`src/rtl/dp_grant_sched.sv`:
```
// Two-channel grant scheduler: each cycle the two highest eligible requesters are
// granted onto idle channels, with a served mask that grants each requester once per round.
module dp_grant_sched #(
    parameter int N        = 12,
    parameter int IW       = 4,
    parameter int HOLD_MAX = 16,
    parameter int CW       = 5
) (
    input  logic          clk,
    input  logic          reset,
    input  logic [N-1:0]  req,
    input  logic [N-1:0]  done,
    output logic [N-1:0]  gnt,
    output logic [IW-1:0] ch0_id,
    output logic [IW-1:0] ch1_id,
    output logic [1:0]    ch_busy,
    output logic [1:0]    timeout
);

    typedef enum logic {
        CH_IDLE = 1'b0,
        CH_BUSY = 1'b1
    } ch_state_e;

    ch_state_e         ch_state_q [2];
    ch_state_e         ch_state_d [2];
    logic [IW-1:0]     ch_id_q    [2];
    logic [IW-1:0]     ch_id_d    [2];
    logic [CW-1:0]     ch_cnt_q   [2];
    logic [CW-1:0]     ch_cnt_d   [2];
    logic [1:0]        timeout_q;
    logic [1:0]        timeout_d;
    logic [N-1:0]      mask_q;
    logic [N-1:0]      mask_d;
    logic [N-1:0]      gnt_q;
    logic [N-1:0]      gnt_d;

    logic [N-1:0]      elig;
    logic [IW-1:0]     first_id;
    logic [IW-1:0]     second_id;
    logic [IW-1:0]     grant_id   [2];
    logic              hold_done  [2];
    logic              hold_req   [2];
    logic              hold_last  [2];

    // Id of the highest set bit (bit i maps to id i+1); 0 when the vector is empty.
    function automatic logic [IW-1:0] top_id(input logic [N-1:0] v);
        logic [IW-1:0] r;
        r = '0;
        for (int i = 0; i < N; i++) begin
            if (v[i]) begin
                r = IW'(i + 1);
            end
        end
        return r;
    endfunction

    function automatic logic [N-1:0] id_onehot(input logic [IW-1:0] id);
        logic [N-1:0] v;
        v = '0;
        for (int i = 0; i < N; i++) begin
            if (id == IW'(i + 1)) begin
                v[i] = 1'b1;
            end
        end
        return v;
    endfunction

    // Bit of a per-requester vector belonging to id; id 0 (no holder) reads as 0.
    function automatic logic bit_of(input logic [N-1:0] v, input logic [IW-1:0] id);
        logic r;
        r = 1'b0;
        for (int i = 0; i < N; i++) begin
            if (id == IW'(i + 1)) begin
                r = v[i];
            end
        end
        return r;
    endfunction

    // Arbitration only looks at channels that are idle now; a channel releasing
    // at this edge is still busy, so it always spends one cycle idle.
    always_comb begin
        elig        = req & ~mask_q & ~gnt_q;
        first_id    = top_id(elig);
        second_id   = top_id(elig & ~id_onehot(first_id));
        grant_id[0] = '0;
        grant_id[1] = '0;
        if (ch_state_q[0] == CH_IDLE && ch_state_q[1] == CH_IDLE) begin
            grant_id[0] = first_id;
            grant_id[1] = second_id;
        end else if (ch_state_q[0] == CH_IDLE) begin
            grant_id[0] = first_id;
        end else if (ch_state_q[1] == CH_IDLE) begin
            grant_id[1] = first_id;
        end
    end

    always_comb begin
        timeout_d = '0;
        for (int c = 0; c < 2; c++) begin
            ch_state_d[c] = ch_state_q[c];
            ch_id_d[c]    = ch_id_q[c];
            ch_cnt_d[c]   = ch_cnt_q[c];
            hold_done[c]  = bit_of(done, ch_id_q[c]);
            hold_req[c]   = bit_of(req, ch_id_q[c]);
            hold_last[c]  = (ch_cnt_q[c] == CW'(HOLD_MAX - 1));
            case (ch_state_q[c])
                CH_IDLE: begin
                    if (grant_id[c] != '0) begin
                        ch_state_d[c] = CH_BUSY;
                        ch_id_d[c]    = grant_id[c];
                        ch_cnt_d[c]   = '0;
                    end
                end
                CH_BUSY: begin
                    if (hold_done[c] || !hold_req[c] || hold_last[c]) begin
                        ch_state_d[c] = CH_IDLE;
                        ch_id_d[c]    = '0;
                        ch_cnt_d[c]   = '0;
                        // Timeout is reported only when the counter alone forced the release.
                        timeout_d[c]  = hold_last[c] && !hold_done[c] && hold_req[c];
                    end else begin
                        ch_cnt_d[c] = ch_cnt_q[c] + CW'(1);
                    end
                end
                default: begin
                    ch_state_d[c] = CH_IDLE;
                    ch_id_d[c]    = '0;
                    ch_cnt_d[c]   = '0;
                end
            endcase
        end
    end

    // An empty eligible set ends the round; no grant can happen on that edge.
    always_comb begin
        if (elig == '0) begin
            mask_d = '0;
        end else begin
            mask_d = mask_q | id_onehot(grant_id[0]) | id_onehot(grant_id[1]);
        end
        gnt_d = id_onehot(ch_id_d[0]) | id_onehot(ch_id_d[1]);
    end

    always_ff @(posedge clk) begin
        if (reset) begin
            for (int c = 0; c < 2; c++) begin
                ch_state_q[c] <= CH_IDLE;
                ch_id_q[c]    <= '0;
                ch_cnt_q[c]   <= '0;
            end
            timeout_q <= '0;
            mask_q    <= '0;
            gnt_q     <= '0;
        end else begin
            for (int c = 0; c < 2; c++) begin
                ch_state_q[c] <= ch_state_d[c];
                ch_id_q[c]    <= ch_id_d[c];
                ch_cnt_q[c]   <= ch_cnt_d[c];
            end
            timeout_q <= timeout_d;
            mask_q    <= mask_d;
            gnt_q     <= gnt_d;
        end
    end

    assign gnt     = gnt_q;
    assign ch0_id  = ch_id_q[0];
    assign ch1_id  = ch_id_q[1];
    assign ch_busy = {ch_state_q[1] == CH_BUSY, ch_state_q[0] == CH_BUSY};
    assign timeout = timeout_q;

endmodule

```
`config.mk`:
```
export PLATFORM = sky130hd
export DESIGN_NAME = dp_grant_sched
export DESIGN_NICKNAME = d
export VERILOG_FILES = /design/src/rtl/dp_grant_sched.sv
export SDC_FILE = /design/constraint.sdc
export NUM_CORES = 1
export LEC_CHECK = 0
export ABC_AREA = 1
export BUFFER_PORTS_ARGS = -buffer_cell sky130_fd_sc_hd__clkbuf_2
export CORE_ASPECT_RATIO = 0.5
export CORE_MARGIN = 3
export CORE_UTILIZATION = 50
export CTS_CLUSTER_DIAMETER = 60
export CTS_CLUSTER_SIZE = 16
export DETAILED_ROUTE_END_ITERATION = 10
export PLACE_DENSITY = 0.72
export SLEW_MARGIN = 10
export SYNTH_ARGS = -nofsm -noshare
export SYNTH_HDL_FRONTEND = slang
export SYNTH_SLANG_ARGS = --single-unit
```
`constraint.sdc`:
```
create_clock -name clk -period 4.1 [get_ports clk]
set_input_delay 0.41 -clock clk [delete_from_list [all_inputs] [get_ports clk]]
set_output_delay 0.41 -clock clk [all_outputs]
set_load 0.1 [all_outputs]
```
### After elaboration in Yosys (flattened, before gate mapping)

Memory sizes are Yosys's and may differ from the RTL's.
Cells that the tools add are included.

| cells by class | value |
|---|---|
| add/subtract/negate cells | 2 |
| bitwise operators | 19 |
| reduce and logical (&&, ||, !) cells | 19 |
| equality and inequality tests | 86 |
| multiplexer cells | 187 |

Operator list:

| kind | count |
|---|---|
| $mux 1 | 143 |
| $eq 4x4->1 const B | 35 |
| $mux 4 | 29 |
| $eq 4x3->1 const B | 28 |
| $eq 4x2->1 const B | 14 |
| $and 12x12->12 | 3 |
| $not 12->12 | 3 |
| $or 12x12->12 | 3 |
| $mux 5 | 6 |
| $eq 4x1->1 const B | 7 |
| $pmux 5 s2 | 2 |
| $pmux 4 s2 | 2 |
| $logic_not 12->1 | 1 |
| $add 5x1->5 const B | 2 |
| $eq 5x4->1 const B | 2 |
| $mux 8 | 1 |
| $reduce_bool 4->1 | 2 |
| $or 1x1->1 | 6 |
| $reduce_or 3->1 | 2 |
| $logic_and 1x1->1 | 5 |
| $logic_not 1->1 | 4 |
| $logic_or 1x1->1 | 4 |
| $mux 2 | 2 |
| $not 1->1 | 4 |
| 2 further kinds | 3 |

| word-level totals | value |
|---|---|
| memories | 3 |
| memory bits (writable) | 20 |
| flip-flop bits (word level) | 26 |
| input bits | 26 |

Memories:

| memory | words | width | rd ports | clocked after memory_dff | wr ports | line | source |
|---|---|---|---|---|---|---|---|
| ch_cnt_q | 2 | 5 | 2 | 0 | 2 | 29 | `logic [CW-1:0] ch_cnt_q [2];` |
| ch_id_q | 2 | 4 | 2 | 0 | 2 | 27 | `logic [IW-1:0] ch_id_q [2];` |
| ch_state_q | 2 | 1 | 2 | 0 | 2 | 25 | `ch_state_e ch_state_q [2];` |

### Depth between registers and ports, before layout

Gate-level depths: netlist of the first run.

| depth | value |
|---|---|
| depth after elaboration | 38 |
| depth in mapped cells | 32 |
| gate-level depth less buffers | 32 |

### Least setup slack after synthesis of the first run

No wires, ideal clock.

| timing path | value |
|---|---|
| kind | register -> register |
| from | reg gnt_q[9], in the netlist gnt[9] |
| to | reg gnt_q[6], in the netlist gnt[6] |
| library setup time | 0.128 ns |
| data arrival time | 3.177 ns |
| stages on the path, launching flop included | 25 |
| data required time | 3.972 ns |
| slack | 0.796 ns |
| cells stage by stage | dfxtp_1 > nand3b_2 > nand2_2 > nor2_4 > nand2_1 > nor2_4 > nand4_1 > nand3_1 > nand2_1 > nand2_1 > nand2_1 > nand2_1 > nand2_1 > nand2_1 > nand2_1 > nand2_2 > nand3_2 > nor2_2 > nand2_1 > nand2_1 > nand2_2 > nand3_2 > nor2_1 > nor2_1 > nor2_1 |

| between the ends | value |
|---|---|
| longest elaborated chain between the ends | 28 |
| elaborated cells on any way between the ends | 58 |
| those cells by class | 14 x eq/ne; 37 x mux; 5 x bitwise; 2 x reduce/logical |

Ends and longest elaborated chain:

| item | line | source |
|---|---|---|
| start, declared | 35 | `logic [N-1:0] gnt_q;` |
| start signal, assigned | 164 | `gnt_q <= gnt_d;` |
| $not 12->12 * | 84 | `elig = req & ~mask_q & ~gnt_q;` |
| $and 12x12->12 * | 84 |  |
| $mux 4 (3 in a row) | 51 | `if (v[i]) begin` |
| $eq 4x1->1 | 62 | `if (id == IW'(i + 1)) begin` |
| $mux 1 | 62 |  |
| $not 12->12 | 86 | `second_id = top_id(elig & ~id_onehot(first_id));` |
| $and 12x12->12 | 86 |  |
| $mux 1 | 51 |  |
| $mux 4 (11 in a row) | 51 |  |
| $mux 8 * | 89 | `if (ch_state_q[0] == CH_IDLE && ch_state_q[1] == CH_IDLE) begin` |
| $reduce_bool 4->1 | 110 | `if (grant_id[c] != '0) begin` |
| $mux 4 | 110 |  |
| $pmux 4 s2 | 108 | `case (ch_state_q[c])` |
| $eq 4x3->1 | 62 |  |
| $mux 1 | 62 |  |
| $or 12x12->12 * | 143 | `gnt_d = id_onehot(ch_id_d[0]) \| id_onehot(ch_id_d[1]);` |

Every way passes the cells marked *; elsewhere a longest branch is shown, timed or not.
A chain may end at the register's enable or synchronous reset.

### Worst setup path in the final report of the first run

| timing path | value |
|---|---|
| from | reg gnt_q[9], in the netlist gnt[9] |
| to | reg gnt_q[8], in the netlist gnt[8] |

| between the ends | value |
|---|---|
| longest elaborated chain between the ends | 28 |
| elaborated cells on any way between the ends | 58 |
| those cells by class | 14 x eq/ne; 37 x mux; 5 x bitwise; 2 x reduce/logical |

Ends and longest elaborated chain:

| item | line |
|---|---|
| $not 12->12 * | 84 |
| $and 12x12->12 * | 84 |
| $mux 4 (3 in a row) | 51 |
| $eq 4x1->1 | 62 |
| $mux 1 | 62 |
| $not 12->12 | 86 |
| $and 12x12->12 | 86 |
| $mux 1 | 51 |
| $mux 4 (11 in a row) | 51 |
| $mux 8 * | 89 |
| $reduce_bool 4->1 | 110 |
| $mux 4 | 110 |
| $pmux 4 s2 | 108 |
| $eq 4x4->1 | 62 |
| $mux 1 | 62 |
| $or 12x12->12 * | 143 |

Marked as above.

==> results of run 1 <==
## power breakdown
part / switching [uW] / internal, uW / leakage [uW]
registers: 119 / 552 / 0.000375
logic: 1370 / 430 / 0.00126
clock network: 178 / 226 / 0.0000708
## flip-flops by register name (all words and copies together) (netlist names)
| signal | flops |
|---|---|
| ch_cnt_q | 10 |
| ch_id_q | 8 |
| ch_state_q | 2 |
| gnt | 12 |
| mask_q | 12 |
| timeout | 2 |
## cell families (layout without fill, tap and decap cells)
family          after synthesis  after routing  synth area share (%)
compound gates               76             76                  15.1
buf+inv                      93            144                  10.8
fa+ha+maj                     4              4                  1.54
flops                        46             46                  28.3
xor+xnor                      2              2                 0.539
simple gates                302            302                  43.8
## routing by layer
| layer | global-route usage, % | routed length [um] |
|---|---|---|
| met5 | 0 | 0 |
| met4 | 7.28 | 170 |
| met3 | 4.43 | 695 |
| met2 | 41.6 | 4280 |
| met1 | 38.4 | 4720 |
## path summary, 6_finish.rpt
path                  startpoint              to  slack, ns  depth (start not counted)
setup / recovery          gnt[9]          gnt[8]       0.89                         23
hold / removal           req[11]      mask_q[11]       0.41                          3
setup reg to reg          gnt[9]          gnt[8]       0.89                         23
hold reg to reg   ch_cnt_q[0][9]  ch_cnt_q[0][9]       0.46                          2
## through the flow
stage	worst slack, ns	area (um2)	std cells	power [uW]
5_1_grt	0.533	3730	662	3070
6_report	0.887	3730	662	2880
4_1_cts	0.965	3730	662	2850
2_1_floorplan	0.796	3250	523	2070
3_3_place_gp	0.860	3590	654	2440
3_5_place_dp	0.815	3590	654	2450
## Yosys cell counts, types with 3 or more instances
cell,instances,share of area (%)
inv_2,15,1.7
nand2_4,4,1.4
nand4_1,7,1.3
nor2_1,91,11
or2_2,3,0.58
clkbuf_1,6,0.69
o21ai_0,11,1.7
o2111ai_1,6,1.6
nand2_2,9,1.7
a21oi_1,31,4.8
ha_1,4,1.5
inv_1,70,8.1
nand2_1,124,14
nand3_2,3,0.92
nand3_1,37,5.7
nor2_2,5,0.96
a21oi_2,4,1.1
a31oi_1,11,2.1
and3_1,3,0.58
dfxtp_1,46,28
nor2_4,5,1.7
## cell usage in the layout, fill, tap and decap left out, drive strengths merged
cell	instances
nand3b	3
o21ai	12
or2	3
o2111ai	6
a21oi	35
o211ai	1
clkinv	4
nand3	41
o31ai	4
nor3	5
inv	85
dfxtp	46
nand4	8
a31oi	11
o21bai	1
and3	3
a221oi	2
nand2	137
xor2	2
clkbuf	55
nor2	102
ha	4
a31o	1
o22ai	1
a21boi	2
## layout make-up
type,count,area [um2]
multi-input cells,384,1980
repair buffers,49,245
well taps,88,110
clock buffers,6,129
flip-flops and latches,46,921
clock inverters,2,13.8
inverters,87,328
fillers,640,2450
## worst min-delay path: stages
cell and delay [ns]:
clkbuf_2 0.10, nand3_1 0.07, a31oi_1 0.07
==> results.toml, run 1 <==
[run_status]
outcome = "finished, final reports clean"

[clock_tree]
cts_tree = "built"
cts_buffers = 5
clock_latency_ns = 0.30
clk_pin_slew_ns = 0.06
cts.sinks = 46
postCtsSetupBuffers = 0
h-tree-depth = 2
cts-root-buf = "clkbuf_16"
ctsHoldBuffers = 0
ctsResizeCount = 0
cts.path.max_buffers = 2

[setup_path]
setup.worst_path.end_class = "flop"
crit_top_cell = "nand2_1"
worstPathRequired_ns = 4.31
critPathTopFamily = "simple AND/OR/NAND/NOR gates"
cp_cell_sequence = "nand3b_2 -> nand2_2 -> nor2_4 -> o31ai_1 -> nand2_2 -> inv_2 -> nor2_4 -> nand3_1 -> nand3_1 -> nand2_1 -> inv_2 -> nand2_1 -> nand2_1 -> a21boi_2 -> inv_2 -> nand3_2 -> nor2_2 -> nand2_1 -> nand2_1 -> nand2_2 -> nand2_2 -> nand3_1 -> a21oi_1"
cp_num_buf_inv = 3
slowest_stage = "dfxtp_1"
crit_type = "flop to flop"
cp_max_fo = 6
start_kind = "flop"
crit_arrival_ns = 3.42
cp_slowest_stage_delay_ns = 0.41

[timing]
skew_ns = 0.00474
timing.hold.ws_ns = 0.413
drv_slew = 0
min_period_over_period_pct = 78.4
min_period_ns = 3.21
setup_viol = 0
setup_tns_ns = 0
hold_viol = 0
max_freq_mhz = 311
rsz0062_at_grt = "false"
tightest_slew_ns = 0.650
timing.slew.headroom_pct = 56.7

[global_route]
grt-ovfl-total = 0
antenna_found_initial = 0
grt_pass1_vias = 3184
grt_start_max_net_pins = 33
grt_usage_pct = 26.8
grt_pass1_wl_mm = 15.8

[logic_synthesis]
ys_warn_count = 0
avgSynthCellArea_um2 = 6.22
synth_area_um2 = 3250
synthArstFlopShare_pct = 0
synth_nets = 553
synthDistinctLibCells = 42
ys_seq_area_share_pct = 28.3
synth-edff-count = 0
synth_flop_cell = "dfxtp_1"
synthCells = 523
ys_ff_latch = 46

[routing]
drcViolationCount = 0
routed_wl_mm = 9.87
dr.pass1.iters = 5
num_vias = 3561
vias_per_cell = 5.38
wire_per_inst_um = 14.9
dr.first_iter.drc_count = 279
drtAntennaViolNets = 0

[die]
ioPinCount = 50
rows = 20
die_y_um = 63.0
die_x_um = 120
fp.coreArea_um2 = 6180
die-area_um2 = 7570
start_util_pct = 52.6

[placed_design]
gp_congestion = 0.983
hpwl_mm = 8.11
numPortBuffers = 49

[power_and_ir_drop]
leakagePower_uw = 0.00171
power_density_nw_per_um2 = 771
ir_drop_mv = 0.341

[layout]
drive_above_1_share_pct = 20.2
utilization_pct = 60.3
syn2layout_area_growth_pct = 14.6
finalNetCount = 603
diodes = 0

[hold_path]
hp-class = "input pin to flop"

[run]
cap_violations = 0
Note: power is estimated with default switching activity, not from simulation.
==> run 2, diff against run 1 <==
--- a/config.mk
+++ b/config.mk
@@ -5,7 +5,7 @@
 export SDC_FILE = /design/constraint.sdc
 export NUM_CORES = 1
 export LEC_CHECK = 0
-export ABC_AREA = 1
+export ABC_AREA = 0
 export BUFFER_PORTS_ARGS = -buffer_cell sky130_fd_sc_hd__clkbuf_2
 export CORE_ASPECT_RATIO = 0.5
 export CORE_MARGIN = 3
@@ -13,7 +13,7 @@
 export CTS_CLUSTER_DIAMETER = 60
 export CTS_CLUSTER_SIZE = 16
 export DETAILED_ROUTE_END_ITERATION = 10
-export PLACE_DENSITY = 0.72
+export PLACE_DENSITY = 0.74
 export SLEW_MARGIN = 10
 export SYNTH_ARGS = -nofsm -noshare
 export SYNTH_HDL_FRONTEND = slang
==> constraint.sdc (replaced) <==
create_clock -name clk -period 2.7 [get_ports clk]
set_input_delay 0.27 -clock clk [delete_from_list [all_inputs] [get_ports clk]]
set_output_delay 0.27 -clock clk [all_outputs]
set_load 0.1 [all_outputs]
==> results.toml, run 2 <==
[run_status]
outcome = "finished with violations"
failed_checks = "setup timing"

[timing]
min_period_ns = 2.95
min_period_over_period_pct = 109
hold_viol = 0
max_freq_mhz = 340
timing.slew.headroom_pct = 59.9
setup_tns_ns = -3.06
rsz0062_at_grt = "true"
skew_ns = 0.00768
worst_slack_ns = -0.245
setup_viol = 21
drv_slew = 0
tightest_slew_ns = 0.601

[power_and_ir_drop]
p_int_uw = 3210
power_frac_seq_pct = 17.4
p_clk_share_pct = 10.9
ir_drop_mv = 0.693
power_density_nw_per_um2 = 1280
combPwrFrac_pct = 71.7
p_sw_uw = 3470
p_total_uw = 6680
power.share.switching_pct = 51.9
leakagePower_uw = 0.00211

[clock_tree]
clk_pin_slew_ns = 0.07
cts-root-buf = "clkbuf_16"
cts_tree = "built"
cts.path.max_buffers = 2
cts.sinks = 46
cts_buffers = 5
clock_latency_ns = 0.30
h-tree-depth = 2

[layout]
syn2layout_area_growth_pct = 55.6
stdcell_count = 677
fin_area_um2 = 5230
final_common_cell = "buf_4"
layout_common_cells = "121 x buf_4, 49 x clkbuf_2, 41 x nor2_1"
diodes = 0
finalNetCount = 618
drive_above_1_share_pct = 50.1

[die]
die-area_um2 = 7800
die_y_um = 64.0
ioPinCount = 50
fp.coreArea_um2 = 6280
rows = 20
die_x_um = 122
start_util_pct = 53.5

[global_route]
grt_usage_pct = 35.1
grt_start_max_net_pins = 24
antenna_found_initial = 0
grt_pass1_wl_mm = 21.3
grt-ovfl-total = 0
grt_pass1_vias = 4080

[routing]
routed_wl_mm = 14.5
vias_per_cell = 6.61
dr.pass1.iters = 6
dr.first_iter.drc_count = 536
drtAntennaViolNets = 0
num_vias = 4477
drcViolationCount = 0
wire_per_inst_um = 21.4

[run]
cap_violations = 0

[placed_design]
numPortBuffers = 49
gp_congestion = 1.01
dp_slack_ns = -0.277
dpl-instance-area_um2 = 4610
dp_cells = 659
hpwl_mm = 10.3

[logic_synthesis]
avgSynthCellArea_um2 = 7.89
synth_common_cells = "46 x dfxtp_1, 45 x nor2_1, 42 x a21oi_1"
synthDistinctLibCells = 75
synth.most_common_cell = "dfxtp_1"
ys_seq_area_share_pct = 27.4
netlist.area_leader.share_pct = 27.4
ys_warn_count = 0
synth_area_um2 = 3360
synthCells = 426
synthArstFlopShare_pct = 0
yosysTopAreaCell = "dfxtp_1"
synth_flop_cell = "dfxtp_1"
synth-edff-count = 0
ys_ff_latch = 46
synth_nets = 456
synth_area_leaders = "dfxtp_1 27%, a21oi_1 6.3%, nor2_1 5.0%, o32ai_1 3.6%, o21ai_0 3.4%"

[setup_path]
start_kind = "flop"
setup.worst_path.end_class = "flop"
reg2regPathDepth = 12
crit_type = "flop to flop"
crit_arrival_ns = 3.13
worstPathRequired_ns = 2.88
cp_max_fo = 4

[hold_path]
hold_depth = 2
hp-class = "flop to flop"
==> run 2: layout make-up <==
| cell class | instances | area, um2 |
|---|---|---|
| Fill cell | 396 | 1050 |
| Multi-Input combinational cell | 353 | 2720 |
| Inverter | 7 | 26.3 |
| Clock buffer | 5 | 125 |
| Clock inverter | 3 | 48.8 |
| Sequential cell | 46 | 992 |
| Timing Repair Buffer | 175 | 1210 |
| Tap cell | 88 | 110 |
==> run 2: worst max-delay path, stage by stage, from the launching register on <==
cell and delay (ns):
dfxtp_4 0.36, nor3b_4 0.24, buf_4 0.18, o211ai_1 0.15, a311oi_2 0.31, buf_4 0.19, a31oi_2 0.05, buf_4 0.17
nand2_1 0.12, a21boi_1 0.10, buf_4 0.16, or4_1 0.60, o32ai_2 0.19
==> run 2: through the flow <==
| stage | util (%) | hold WS, ns |
|---|---|---|
| 4_1_cts | 80.0 | 0.490 |
| 5_1_grt | 83.3 | 0.503 |
| 3_3_place_gp | 73.3 | 0.465 |
| 2_1_floorplan | - | 0.350 |
| 6_report | 83.3 | 0.483 |
| 3_5_place_dp | 73.3 | 0.475 |
==> run 2: worst paths after layout <==
kind,startpoint,to,slack (ns)
max reg2reg,gnt[1],gnt[3],-0.25
max,gnt[1],gnt[3],-0.25
min,ch_cnt_q[0][8],ch_cnt_q[0][8],0.48
min reg2reg,ch_cnt_q[0][8],ch_cnt_q[0][8],0.48
==> run 2: timing repair <==
| item | 4_1_cts | 5_1_grt |
|---|---|---|
| pin swaps | 12 | 13 |
| resized for setup | 45 | 41 |
| endpoints found under the setup margin | 27 | 33 |
| hold buffers | 0 | 0 |
| setup buffers | 5 | 7 |
| endpoints found under the hold margin | 0 | 0 |
==> run 2: layer usage <==
metal	track usage, %	vias to the layer above	wire, um
met5	0	-	0
met4	9.22	0	612
met3	7.69	72	1750
met2	54.3	320	6100
met1	49.6	2120	6010
li1	-	1965	-
==> run 2: logic make-up after synthesis <==
group	synth area share, %
buffers and inverters	3.31
AOI/OAI and AO/OA	32.6
muxes	1.94
DFF	27.4
and+or+nand+nor	32.5
xor gates and xnor gates	0.261
adders and majority gates	2.08
==> run 2: power groups by stage <==
stage               Clock (uW)  Sequential [uW]  Combinational (uW)
floorplan                    0             1770                1780
global placement             0             1130                3940
detailed placement           0             1140                3960
CTS                        725             1130                4330
global route               753             1180                5000
finish                     729             1160                4790
==> run 3, diff against run 2 <==
--- a/config.mk
+++ b/config.mk
@@ -8,12 +8,13 @@
 export ABC_AREA = 0
 export BUFFER_PORTS_ARGS = -buffer_cell sky130_fd_sc_hd__clkbuf_2
 export CORE_ASPECT_RATIO = 0.5
-export CORE_MARGIN = 3
+export CORE_MARGIN = 2
 export CORE_UTILIZATION = 50
 export CTS_CLUSTER_DIAMETER = 60
 export CTS_CLUSTER_SIZE = 16
 export DETAILED_ROUTE_END_ITERATION = 10
 export PLACE_DENSITY = 0.74
+export REMOVE_ABC_BUFFERS = 1
 export SLEW_MARGIN = 10
 export SYNTH_ARGS = -nofsm -noshare
 export SYNTH_HDL_FRONTEND = slang
==> results.toml, run 3 (synthesis gave the netlist of run 2 again) <==
[placed_design]
gp_congestion = 0.964
hpwl_mm = 10.2
numPortBuffers = 49
dpl-instance-area_um2 = 4690

[run]
cap_violations = 0

[run_status]
failed_checks = "setup timing"
outcome = "finished with violations"

[routing]
wire_per_inst_um = 26.8
top_layer_used = "met5"
drtAntennaViolNets = 0
num_vias = 5197
vias_per_cell = 7.34
met1Wirelength_mm = 6.57
route.met2.wl_mm = 7.32
dr.pass1.iters = 8
routed_wl_mm = 19.0
dr.first_iter.drc_count = 914
drcViolationCount = 0
route.met3.wl_mm = 2.97

[die]
die-area_um2 = 7440
die_x_um = 120
fp.coreArea_um2 = 6600
die_y_um = 62.0
ioPinCount = 50
start_util_pct = 51.0
rows = 21

[setup_path]
slowest_stage = "nor2b_1"
reg2regPathDepth = 11
cp_max_fo = 7
timing.rr.start = "ch_id_q[0][5]"
crit_top_cell = "buf_4"
start_kind = "flop"
crit_type = "flop to flop"
critPathCapture = "gnt[9]"
crit_path_start = "ch_id_q[0][5]"
cp_num_buf_inv = 2
worst_r2r_endpoint = "gnt[9]"
cp_slowest_stage_delay_ns = 0.66
critPathTopFamily = "simple AND/OR/NAND/NOR gates"
ff2ff_setup_slack_ns = -0.91
worst-path-stages = 11
worstPathRequired_ns = 2.90
cp_cell_sequence = "buf_4 -> nor2b_1 -> a221oi_2 -> nor3_1 -> nor4_2 -> a211oi_2 -> nand3b_1 -> a21boi_0 -> o221ai_1 -> buf_4 -> o32ai_1"
setup.worst_path.end_class = "flop"
crit_arrival_ns = 3.80

[clock_tree]
cts.path.max_buffers = 2
cts.sinks = 46
cts-root-buf = "clkbuf_16"
clk_pin_slew_ns = 0.07
cts_buffers = 5
h-tree-depth = 2
cts_tree = "built"
clock_latency_ns = 0.30

[timing]
min_period_over_period_pct = 134
timing.slew.headroom_pct = 45.9
worst_slack_ns = -0.908
timing.hold.ws_ns = 0.484
drv_slew = 0
tightest_slew_ns = 0.810
max_freq_mhz = 277
min_period_ns = 3.61
setup_viol = 32
skew_ns = 0.0116
hold_viol = 0
rsz0062_at_grt = "true"

[power_and_ir_drop]
ir_drop_mv = 0.663
power_density_nw_per_um2 = 1340
leakagePower_uw = 0.00226

[global_route]
grt_start_max_net_pins = 24
grt_pass1_wl_mm = 23.5
grt_pass1_vias = 4370
grt-ovfl-total = 0
grt_usage_pct = 41.7
antenna_found_initial = 0

[hold_path]
hp-class = "flop to flop"

[layout]
syn2layout_area_growth_pct = 65.1
fillCellCount = 329
multi_input_area_um2 = 2850
fin_area_um2 = 5550
drive_above_1_share_pct = 53.1
finalNetCount = 645
final_common_cell = "buf_4"
diodes = 0
seqCellArea_um2 = 947
layout_common_cells = "140 x buf_4, 49 x clkbuf_2, 41 x nor2_1"
==> run 3: worst min-delay path by stage <==
stage,from,to,slack (ns),cells past startpoint
6_report,ch_cnt_q[0][8],ch_cnt_q[0][8],0.48,2
5_1_grt,ch_cnt_q[0][8],ch_cnt_q[0][8],0.50,2
4_1_cts,ch_cnt_q[0][9],ch_cnt_q[0][9],0.49,2
3_5_place_dp,ch_cnt_q[0][9],ch_cnt_q[0][9],0.48,2
3_3_place_gp,ch_cnt_q[0][3],ch_cnt_q[0][3],0.47,2
2_1_floorplan,reset,ch_cnt_q[0][3],0.34,1
==> run 3: final cells by class <==
cell class | count | share of cell area [%]
clock inverter | 2 | 0.225
inverter | 7 | 0.474
sequential | 46 | 17.1
multi-input combinational | 353 | 51.4
timing repair buffer | 202 | 26.2
tap | 92 | 2.07
clock buffer | 6 | 2.50
==> run 3: power breakdown <==
part	total [uW]	internal (uW)	leakage, uW	switching (uW)
Clock	648	367	0.0000729	281
Combinational	5660	2180	0.00180	3480
Sequential	1150	872	0.000382	279
Total	7460	3420	0.00226	4040
==> run 3: per-stage QoR <==
stage / instances / setup TNS (ns) / power (uW) / utilization, % / worst slack, ns
4_1_cts: 703 / -0.0636 / 6330 / 79.0 / -0.0442
2_1_floorplan: 406 / -16.01 / 3410 / - / -0.683
5_1_grt: 708 / -12.01 / 7600 / 84.1 / -1.01
3_5_place_dp: 685 / -3.20 / 5190 / 71.0 / -0.336
3_3_place_gp: 685 / -2.89 / 5130 / 71.0 / -0.398
6_report: 708 / -11.85 / 7460 / 84.1 / -0.908
==> run 3: per-layer routing <==
layer / global-route usage, % / vias to the layer above
met5: 0 / -
met4: 20.7 / 2
met3: 9.58 / 266
met2: 70.0 / 584
met1: 52.7 / 2313
li1: - / 2032
==> run 3: timing repair <==
action | CTS | global route
buffers inserted | 11 | 5
setup endpoints to repair | 19 | 36
hold buffers | 0 | 0
gates resized for setup | 71 | 70
pin swaps | 23 | 28
==> run 3: tightest hold or removal path, delay by kind of cell (launching register included) <==
kind            cells  cell delay [ns]
flops               1             0.33
compound gates      2             0.12
